[src/rtl/adder_share_arb_pkg.sv]
// -----------------------------------------------------------------------------
// adder_share_arb_pkg
// Shared constants and helpers for the shared-adder arbiter.
//   ADD_W    : datapath width of the shared adder (32)
//   MAX_REQ  : largest supported requester count (16)
//   BUS_W    : width of a zero-extended packed operand bus (MAX_REQ*ADD_W)
//   op_slice : extracts requester idx's operand from a packed operand bus
// -----------------------------------------------------------------------------
package adder_share_arb_pkg;

    localparam int ADD_W   = 32;
    localparam int MAX_REQ = 16;
    localparam int BUS_W   = MAX_REQ * ADD_W;

    // Operand i sits at bits [ADD_W*i +: ADD_W] of the packed bus.
    function automatic logic [ADD_W-1:0] op_slice(
        input logic [BUS_W-1:0] bus,
        input int               idx
    );
        return bus[idx*ADD_W +: ADD_W];
    endfunction

endpackage

[src/rtl/adder_32bit.sv]
// -----------------------------------------------------------------------------
// adder_32bit
// Purely combinational 32-bit ripple-carry adder built from full-adder cells.
// The carry out of the top bit is not produced: the result wraps mod 2^32.
// Ports:
//   a, b : input operands (32 bits)
//   sum  : a + b mod 2^32
// -----------------------------------------------------------------------------
module adder_32bit (
    input  logic [31:0] a,
    input  logic [31:0] b,
    output logic [31:0] sum
);

    // carry[i] is the carry into bit i; there is no carry into bit 0.
    logic [31:0] carry;

    assign carry[0] = 1'b0;

    for (genvar gi = 0; gi < 32; gi++) begin : g_sum
        assign sum[gi] = a[gi] ^ b[gi] ^ carry[gi];
    end

    for (genvar gi = 0; gi < 31; gi++) begin : g_carry
        assign carry[gi+1] = (a[gi] & b[gi]) | (carry[gi] & (a[gi] ^ b[gi]));
    end

endmodule

[src/rtl/adder_share_arb_rr_pick.sv]
// -----------------------------------------------------------------------------
// adder_share_arb_rr_pick
// Combinational round-robin picker. Searches ptr, ptr+1, ... with wrap-around
// and returns the first index whose request is valid.
// Ports:
//   req_valid : per-requester valid bits (N_REQ)
//   ptr       : index with highest priority this cycle (ID_W)
//   grant     : chosen requester index, 0 when nothing is valid (ID_W)
//   any_valid : at least one request is valid
// -----------------------------------------------------------------------------
module adder_share_arb_rr_pick #(
    parameter int N_REQ = 4,
    parameter int ID_W  = 2
) (
    input  logic [N_REQ-1:0] req_valid,
    input  logic [ID_W-1:0]  ptr,
    output logic [ID_W-1:0]  grant,
    output logic             any_valid
);

    always_comb begin
        int idx;
        grant     = '0;
        any_valid = 1'b0;
        idx       = 0;
        // Walk from the farthest offset back to ptr so the closest valid
        // requester is the last one written and therefore wins.
        for (int k = N_REQ - 1; k >= 0; k--) begin
            idx = int'(ptr) + k;
            if (idx >= N_REQ) begin
                idx = idx - N_REQ;
            end
            if (req_valid[idx]) begin
                grant     = ID_W'(idx);
                any_valid = 1'b1;
            end
        end
    end

endmodule

[src/rtl/adder_share_arb.sv]
// -----------------------------------------------------------------------------
// adder_share_arb
// Shares one combinational 32-bit adder among N_REQ requesters using
// round-robin arbitration and valid/ready handshakes. The sum is registered
// once at the output and tagged with the producing requester's index.
// Ports:
//   clk       : rising-edge clock
//   rst_n     : synchronous active-low reset
//   req_valid : per-requester operand valid (N_REQ)
//   req_ready : per-requester accept, at most one bit set (N_REQ)
//   req_a     : packed operand A, requester i at [32*i+31:32*i]
//   req_b     : packed operand B, same packing
//   rsp_valid : result register holds a valid sum
//   rsp_ready : consumer accepts the result
//   rsp_sum   : a + b mod 2^32
//   rsp_id    : index of the requester that produced rsp_sum (ID_W)
// -----------------------------------------------------------------------------
module adder_share_arb
    import adder_share_arb_pkg::*;
#(
    parameter int N_REQ = 4,
    parameter int ID_W  = 2
) (
    input  logic                   clk,
    input  logic                   rst_n,
    input  logic [N_REQ-1:0]       req_valid,
    output logic [N_REQ-1:0]       req_ready,
    input  logic [N_REQ*ADD_W-1:0] req_a,
    input  logic [N_REQ*ADD_W-1:0] req_b,
    output logic                   rsp_valid,
    input  logic                   rsp_ready,
    output logic [ADD_W-1:0]       rsp_sum,
    output logic [ID_W-1:0]        rsp_id
);

    logic [ID_W-1:0]  ptr_reg;
    logic [ID_W-1:0]  ptr_next;
    logic [ID_W-1:0]  grant;
    logic             any_valid;
    logic             can_accept;
    logic             fire;

    logic [BUS_W-1:0] a_bus;
    logic [BUS_W-1:0] b_bus;
    logic [ADD_W-1:0] op_a;
    logic [ADD_W-1:0] op_b;
    logic [ADD_W-1:0] sum;

    logic             rsp_valid_reg;
    logic [ADD_W-1:0] rsp_sum_reg;
    logic [ID_W-1:0]  rsp_id_reg;

    adder_share_arb_rr_pick #(
        .N_REQ (N_REQ),
        .ID_W  (ID_W)
    ) u_rr_pick (
        .req_valid (req_valid),
        .ptr       (ptr_reg),
        .grant     (grant),
        .any_valid (any_valid)
    );

    // A slot opens when the output register is empty or being drained this
    // cycle; this makes rsp_ready -> req_ready a deliberate combinational path.
    assign can_accept = !rsp_valid_reg || rsp_ready;

    // The granted requester is valid by construction, so fire is exactly the
    // handshake req_valid[g] && req_ready[g]. Nothing is accepted in reset.
    assign fire = rst_n && any_valid && can_accept;

    for (genvar gi = 0; gi < N_REQ; gi++) begin : g_ready
        assign req_ready[gi] = fire && (grant == ID_W'(gi));
    end

    // Operand mux ahead of the single shared adder.
    assign a_bus = BUS_W'(req_a);
    assign b_bus = BUS_W'(req_b);
    assign op_a  = op_slice(a_bus, int'(grant));
    assign op_b  = op_slice(b_bus, int'(grant));

    adder_32bit u_adder (
        .a   (op_a),
        .b   (op_b),
        .sum (sum)
    );

    // Pointer moves past the winner only on a completed transfer.
    always_comb begin
        ptr_next = ptr_reg;
        if (fire) begin
            if (grant == ID_W'(N_REQ - 1)) begin
                ptr_next = '0;
            end else begin
                ptr_next = grant + 1'b1;
            end
        end
    end

    always_ff @(posedge clk) begin
        if (!rst_n) begin
            ptr_reg       <= '0;
            rsp_valid_reg <= 1'b0;
            rsp_sum_reg   <= '0;
            rsp_id_reg    <= '0;
        end else begin
            ptr_reg <= ptr_next;
            if (fire) begin
                rsp_valid_reg <= 1'b1;
                rsp_sum_reg   <= sum;
                rsp_id_reg    <= grant;
            end else if (rsp_ready) begin
                // Drain without refill: sum and id keep their old values.
                rsp_valid_reg <= 1'b0;
            end
        end
    end

    assign rsp_valid = rsp_valid_reg;
    assign rsp_sum   = rsp_sum_reg;
    assign rsp_id    = rsp_id_reg;

endmodule

[config.mk]
export PLATFORM = sky130hd
export DESIGN_NAME = adder_share_arb
export DESIGN_NICKNAME = d
export VERILOG_FILES = /design/src/rtl/adder_share_arb_pkg.sv /design/src/rtl/adder_32bit.sv /design/src/rtl/adder_share_arb_rr_pick.sv /design/src/rtl/adder_share_arb.sv
export SDC_FILE = /design/constraint.sdc
export NUM_CORES = 1
export LEC_CHECK = 0
export ABC_AREA = 0
export CAP_MARGIN = 20
export CORE_MARGIN = 8
export CORE_UTILIZATION = 33
export CTS_CLUSTER_DIAMETER = 30
export CTS_CLUSTER_SIZE = 16
export DETAILED_ROUTE_END_ITERATION = 6
export PLACE_DENSITY_LB_ADDON = 0.05
export SETUP_SLACK_MARGIN = 0.05
export SYNTH_ARGS = -nofsm -noshare
export SYNTH_HDL_FRONTEND = slang
export SYNTH_SLANG_ARGS = --single-unit
[constraint.sdc]
create_clock -name clk -period 24.4 [get_ports clk]
set_input_delay 4.88 -clock clk [delete_from_list [all_inputs] [get_ports clk]]
set_output_delay 4.88 -clock clk [all_outputs]
set_load 0.005 [all_outputs]
; ---- After elaboration in Yosys (flattened, before gate mapping)
; Index checks and enable logic that the tools add are counted.
[op_classes]
add_sub_neg = 8
magnitude_cmp = 8
eq_ne = 3
n_shift = 2
muxes = 27
bitwise = 154
n_reduce_logical = 10
[op_table]
columns = op, n
row1 = $shiftx A512 B8 Y32, 2
row2 = $lt A32 B4 Y1 const B, 4
row3 = $mux W32, 4
row4 = $ge A32 B4 Y1 const B, 3
row5 = $sub A32 B4 Y32 const B, 3
row6 = $xor A1 B1 Y1, 63
row7 = $and A1 B1 Y1, 61
row8 = $or A1 B1 Y1, 30
row9 = $mux W1, 14
row10 = $mux W2, 5
row11 = $bmux W1 S2, 4
row12 = $add A2 B2 Y3 const B, 2
row13 = $logic_and A1 B1 Y1, 6
row14 = $eq A2 B2 Y1 const B, 2
row15 = $sub A2 B3 Y4 const B, 1
row16 = $add A2 B1 Y3 const B, 1
row17 = $ge A2 B3 Y1 const B, 1
row18 = $add A2 B1 Y2 const B, 1
row19 = $eq A2 B1 Y1 const B, 1
row20 = $logic_not A2 Y1, 1
row21 = $reduce_bool A2 Y1, 1
row22 = $logic_not A1 Y1, 1
row23 = $logic_or A1 B1 Y1, 1
[totals]
register_bits = 37
wordCells = 216

; ---- Depth between registers and ports, before layout
[logic_depth]
word_depth = 73
depth_mapped = 47
mapped_depth_nobuf = 45

; ---- Hierarchy
; From an unflattened synthesis, not the netlist that was laid out.
[unflattened]
hier_cells = 294
hier_area_um2 = 3799.9
[by_module_without_submodules]
columns = module, instances, cells_per_inst, area_each_um2, seq_area_each_um2
row1 = adder_share_arb, 1, 244, 3066.7, 740.7
row2 = adder_32bit, 1, 37, 655.6, 0.0
row3 = adder_share_arb_rr_pick, 1, 13, 77.6, 0.0

; ---- Least setup slack after synthesis
; OpenSTA, ideal clock, no wires.
[synth_timing]
kind = input-to-reg
from = input port req_valid[2]
to = register rsp_sum_reg[31], in the netlist rsp_sum[31]
arrival_time_ns = 20.030
t_required_ns = 24.280
setup_slack_ns = 4.250
path_stages = 46
n_path_buf = 2
path_cell_list = nor2b_1 -> nor2_1 -> nor2_1 -> a211oi_1 -> buf_2 -> clkbuf_1 -> inv_1 -> a31oi_1 -> ha_1 -> inv_1 -> fa_1 -> fa_1 -> fa_1 -> inv_1 -> fa_1 -> inv_1 -> fa_1 -> fa_1 -> [... 10 more ...] -> fa_1 -> fa_1 -> fa_1 -> fa_1 -> fa_1 -> fa_1 -> fa_1 -> fa_1 -> fa_1 -> fa_1 -> fa_1 -> fa_1 -> fa_1 -> fa_1 -> o21ai_1 -> nor3b_1 -> a2111oi_2 -> a211o_1
[synth_between]
elab_chain_len = 70
word_cells_on_any_way = 147
classes_between = 2 x shift / 20 x mux / 123 x bitwise / 2 x reduce/logical
[synth_lines]
columns = element, line
row1 = start: declaration, adder_share_arb.sv:26  ; input logic [N_REQ-1:0] req_valid,
row2 = $bmux W1 S2, adder_share_arb_rr_pick.sv:33  ; if (req_valid[idx]) begin
row3 = $mux W1 (not written as such) (2 in series), adder_share_arb_rr_pick.sv:33
row4 = $mux W2 (4 in series), adder_share_arb_rr_pick.sv:33
row5 = $shiftx A512 B8 Y32, adder_share_arb_pkg.sv:20  ; return bus[idx*ADD_W +: ADD_W];
row6 = $and A1 B1 Y1 or $xor A1 B1 Y1 (tied branches), adder_32bit.sv:25  ; assign carry[gi+1] = (a[gi] & b[gi]) | (carry[gi] & (a[gi] ^ b[gi]));
row7 = $and A1 B1 Y1, adder_32bit.sv:25
row8 = $or A1 B1 Y1, adder_32bit.sv:25
row9 = $and A1 B1 Y1, adder_32bit.sv:25
row10 = [... 50 more ...], --
row11 = $or A1 B1 Y1, adder_32bit.sv:25
row12 = $and A1 B1 Y1, adder_32bit.sv:25
row13 = $or A1 B1 Y1, adder_32bit.sv:25
row14 = $and A1 B1 Y1, adder_32bit.sv:25
row15 = $or A1 B1 Y1, adder_32bit.sv:25
row16 = $and A1 B1 Y1, adder_32bit.sv:25
row17 = $or A1 B1 Y1, adder_32bit.sv:25
row18 = $xor A1 B1 Y1, adder_32bit.sv:21  ; assign sum[gi] = a[gi] ^ b[gi] ^ carry[gi];
row19 = end signal: assignment, adder_share_arb.sv:109  ; rsp_sum_reg <= sum;
row20 = end: declaration, adder_share_arb.sv:50  ; logic [ADD_W-1:0] rsp_sum_reg;
; Parallel ways exist; a longest one is shown, timed or not. The select of a mux whose other input is x is not followed.
; A chain may end at the register's enable or synchronous reset.

; ---- Worst setup path in the final report
[layout_timing]
from = input port req_valid[0]
to = register rsp_sum_reg[31], in the netlist rsp_sum[31]
; Same word-level chain as after synthesis.

==> reports/results.tsv <==
stage	metric	value	unit
timing	Final Hold Fails	0	
power	Logic pwr share	0.674	
power	P_sw	0.000209	W
power	Clk pwr share	0.153	
die	initial core utilization	0.338	
die	Die Span Y	127	um
finish	sequential cell area	741	sq um
die	area of the core	0.0121	sq mm
setup_path	data arrival time of the worst path	21.89	ns
synth	synth top area cells	nand2_1 29%, dfxtp_1 18%, fa_1 15%, nand3_1 7.9%, o21ai_1 7.4%	
placed_design	# port buffers	301	
setup_path	CP max-delay cell	inv_4	
finish	Multi-input gate area	0.00310	sq mm
timing	RSZ-0062 raised after global routing	false	
power	switching share of power	0.425	
routing	TritonRoute pass-1 iters	5	
timing	period utilisation layout	0.891	
finish	area growth from synthesis to layout	79.4	%
finish	share of cells above drive strength 1	0.0193	
global_route	met1 Use GR	0.246	
setup_path	kind of end point of the critical path	flop	
power	Pint	0.000283	W
synth	top-area cell type share of the netlist area	0.290	
clock_tree	CTS HTree Levels	2	
die	die area	0.0162	sq mm
clock_tree	CTS clk-pin slew, worst paths	0.06	ns
synth	register area share after synthesis	0.182	
setup_path	CP delay by family, top	adder cells	
timing	Slew @ Worst Pin	1.07	ns
clock_tree	Clock Latency Late Sink	0.28	ns
timing	endpoints failing setup	0	
timing	Slew Limit Headroom	0.286	
clock_tree	Post-CTS Setup Inserts	0	
synth	main combinational cell family by area after synthesis	simple AND/OR/NAND/NOR gates	
routing	Post-Route WL	19000	um
placed_design	GPL Wtd Cong	0.901	
setup_path	Critical Path RT	24.56	ns
synth	Yosys warnings	0	
global_route	M2 GR Usage	0.406	
clock_tree	clock buffer depth	2	
synth	Synth Register Bits	37	
routing	Avg WL per Cell	17.3	um
timing	Fin Setup TNS	0	ns
synth	count leader, synth	nand2_1	
synth	Post-Synth Simple-Gate Area	0.427	
routing	Iteration-0 DRC Markers	320	
global_route	Congestion Overflow GR	0	
clock_tree	CTS Buf Count	5	
global_route	largest net degree at the start of global routing	79	
synth	synthesized area	0.00408	sq mm
synth	cell count after synthesis	673	
routing	via count of the routed design	5353	
global_route	antenna violations before repair	1	
status	status	completed	
setup_path	worst setup path category	primary input to flop	
synth	Avg Cell Area, Syn	6.06	sq um
run	total of max-cap violations	0	
global_route	first-pass GRT wire length	29100	um
setup_path	CP startpoint kind	primary input	
routing	Routed Antenna Nets	0	
routing	routed vias/inst	4.85	
setup_path	Critical path origin	req_valid[0]	
finish	Layout Nets	1231	
synth	Synth top cells by count	315 x nand2_1, 64 x nand3_1, 60 x o21ai_1	
die	I/O pins	302	
synth	Synth Area in Compound Gates	0.156	
setup_path	worst r2r src	ptr_reg[0]$_SDFFE_PN0P_	
placed_design	HPWL after detailed placement	15900	um
clock_tree	Root Buffer	clkbuf_16	
worst_hold_path	min-delay worst type	flop to flop	
synth	Synth area leader	nand2_1	
timing	hold_ws	0.455	ns
clock_tree	Post-CTS Hold Buffers	0	
finish	number of flip-flops in the largest register	32	
routing	Post-route DRC	0	
timing	Final Max Slew Viols	0	
die	Rows	40	
power	IR drop worst, VDD	28.5	uV
worst_hold_path	hold_sp	rsp_sum[4]$_SDFFE_PN0P_	
synth	Synth async-reset ratio	0	
synth	number of synthesized flops with an enable pin	0	
clock_tree	clock sinks	37	
setup_path	Most common cell on crit path	fa_1	
global_route	Global Route Usage Sum	0.225	
timing	Peak Freq	46.0	MHz
setup_path	worst path bufs/invs	5	
global_route	number of global-route vias before repair	5669	
die	die width	127	um
synth	syn_nets	971	
synth	count of cell types in the netlist	34	
global_route	GRT busiest layer	met2	
clock_tree	post-CTS sizing	0	
power	power per cell area	67.3	mW/mm^2
global_route	met3 Use GR	0.0641	
power	Leakage Power	3.10	nW
timing	Clock Skews	0.00563	ns
synth	Post-Synth Adder-Cell Area	0.163	
power	sequential share of power	0.172	
synth	prevailing post-synth register cell	dfxtp_1	
clock_tree	CTS tree	built	
synth	mux cell area share after synthesis	0.00982	
timing	minimum clock period	21.73	ns
setup_path	critical path peak fanout	78	
setup_path	crit-path max cell delay	0.73	ns
synth	XOR/XNOR Fraction of Synth Area	0.00215	
finish	# fillers	1116	
per-stage QoR:
stage | cells | utilization | setup slack, ns | area (sq um) | power, W
6_report | 1103 | 0.607 | 2.67 | 7320 | 0.000492
5_1_grt | 1103 | 0.607 | 1.86 | 7320 | 0.000543
4_1_cts | 1102 | 0.606 | 2.55 | 7310 | 0.000500
3_5_place_dp | 1094 | 0.592 | 2.31 | 7140 | 0.000422
3_3_place_gp | 1094 | 0.592 | 2.68 | 7140 | 0.000414
2_1_floorplan | 673 | - | 4.25 | 4080 | 0.000287
path summary, 6_finish.rpt:
kind,cells after the start,endpoint,slack (ns)
max,46,rsp_sum[31]$_SDFFE_PN0P_,2.67
min,2,rsp_sum[4]$_SDFFE_PN0P_,0.46
max reg2reg,45,rsp_sum[31]$_SDFFE_PN0P_,7.39
min reg2reg,2,rsp_sum[4]$_SDFFE_PN0P_,0.46
tightest hold or removal path: stages, from the launching register on:
cell and delay [ns]:
dfxtp_1 0.31, nand3_1 0.06, nand2_1 0.04
kinds of logic (layout without fill, tap and decap cells):
kind of cell | count (synthesis) | in the layout
adder cells (fa/ha/maj) | 35 | 35
XOR/XNOR | 1 | 1
flip-flops | 37 | 37
AND/OR/NAND/NOR | 429 | 429
other | 0 | 1
multiplexers | 4 | 4
AO/OA/AOI/OAI | 105 | 105
buffers and inverters | 62 | 323
power groups by stage:
| stage | logic, W | clock network [W] | registers [W] |
|---|---|---|---|
| 2_1_floorplan | 0.000201 | 0 | 0.0000858 |
| 3_3_place_gp | 0.000329 | 0 | 0.0000855 |
| 3_5_place_dp | 0.000336 | 0 | 0.0000859 |
| 4_1_cts | 0.000338 | 0.0000767 | 0.0000849 |
| 5_1_grt | 0.000377 | 0.0000792 | 0.0000867 |
| 6_report | 0.000332 | 0.0000754 | 0.0000849 |
routing by layer:
| layer | vias up | wire (um) |
|---|---|---|
| li1 | 2710 | - |
| met3 | 31 | 1420 |
| met5 | - | 0 |
| met4 | 0 | 573 |
| met2 | 211 | 9590 |
| met1 | 2401 | 7450 |
cell type report:
class | instances | area share
diodes | 1 | 0.000342
clock buffers | 7 | 0.0195
clock inverters | 1 | 0.00410
inverters | 9 | 0.00496
multi-input cells | 574 | 0.424
flip-flops and latches | 37 | 0.101
well taps | 168 | 0.0287
repair buffers | 306 | 0.417
placed cells by master (no fill, tap or decap), drive strengths merged, types with 7 or more instances in the layout:
cell           count
nand2            316
clkdlybuf4s50    301
nand3             64
o21ai             61
dfxtp             37
nor2              32
fa                30
a211oi            30
inv                9
and3               7
clkbuf             7
Power figures use the tool's default switching activity.
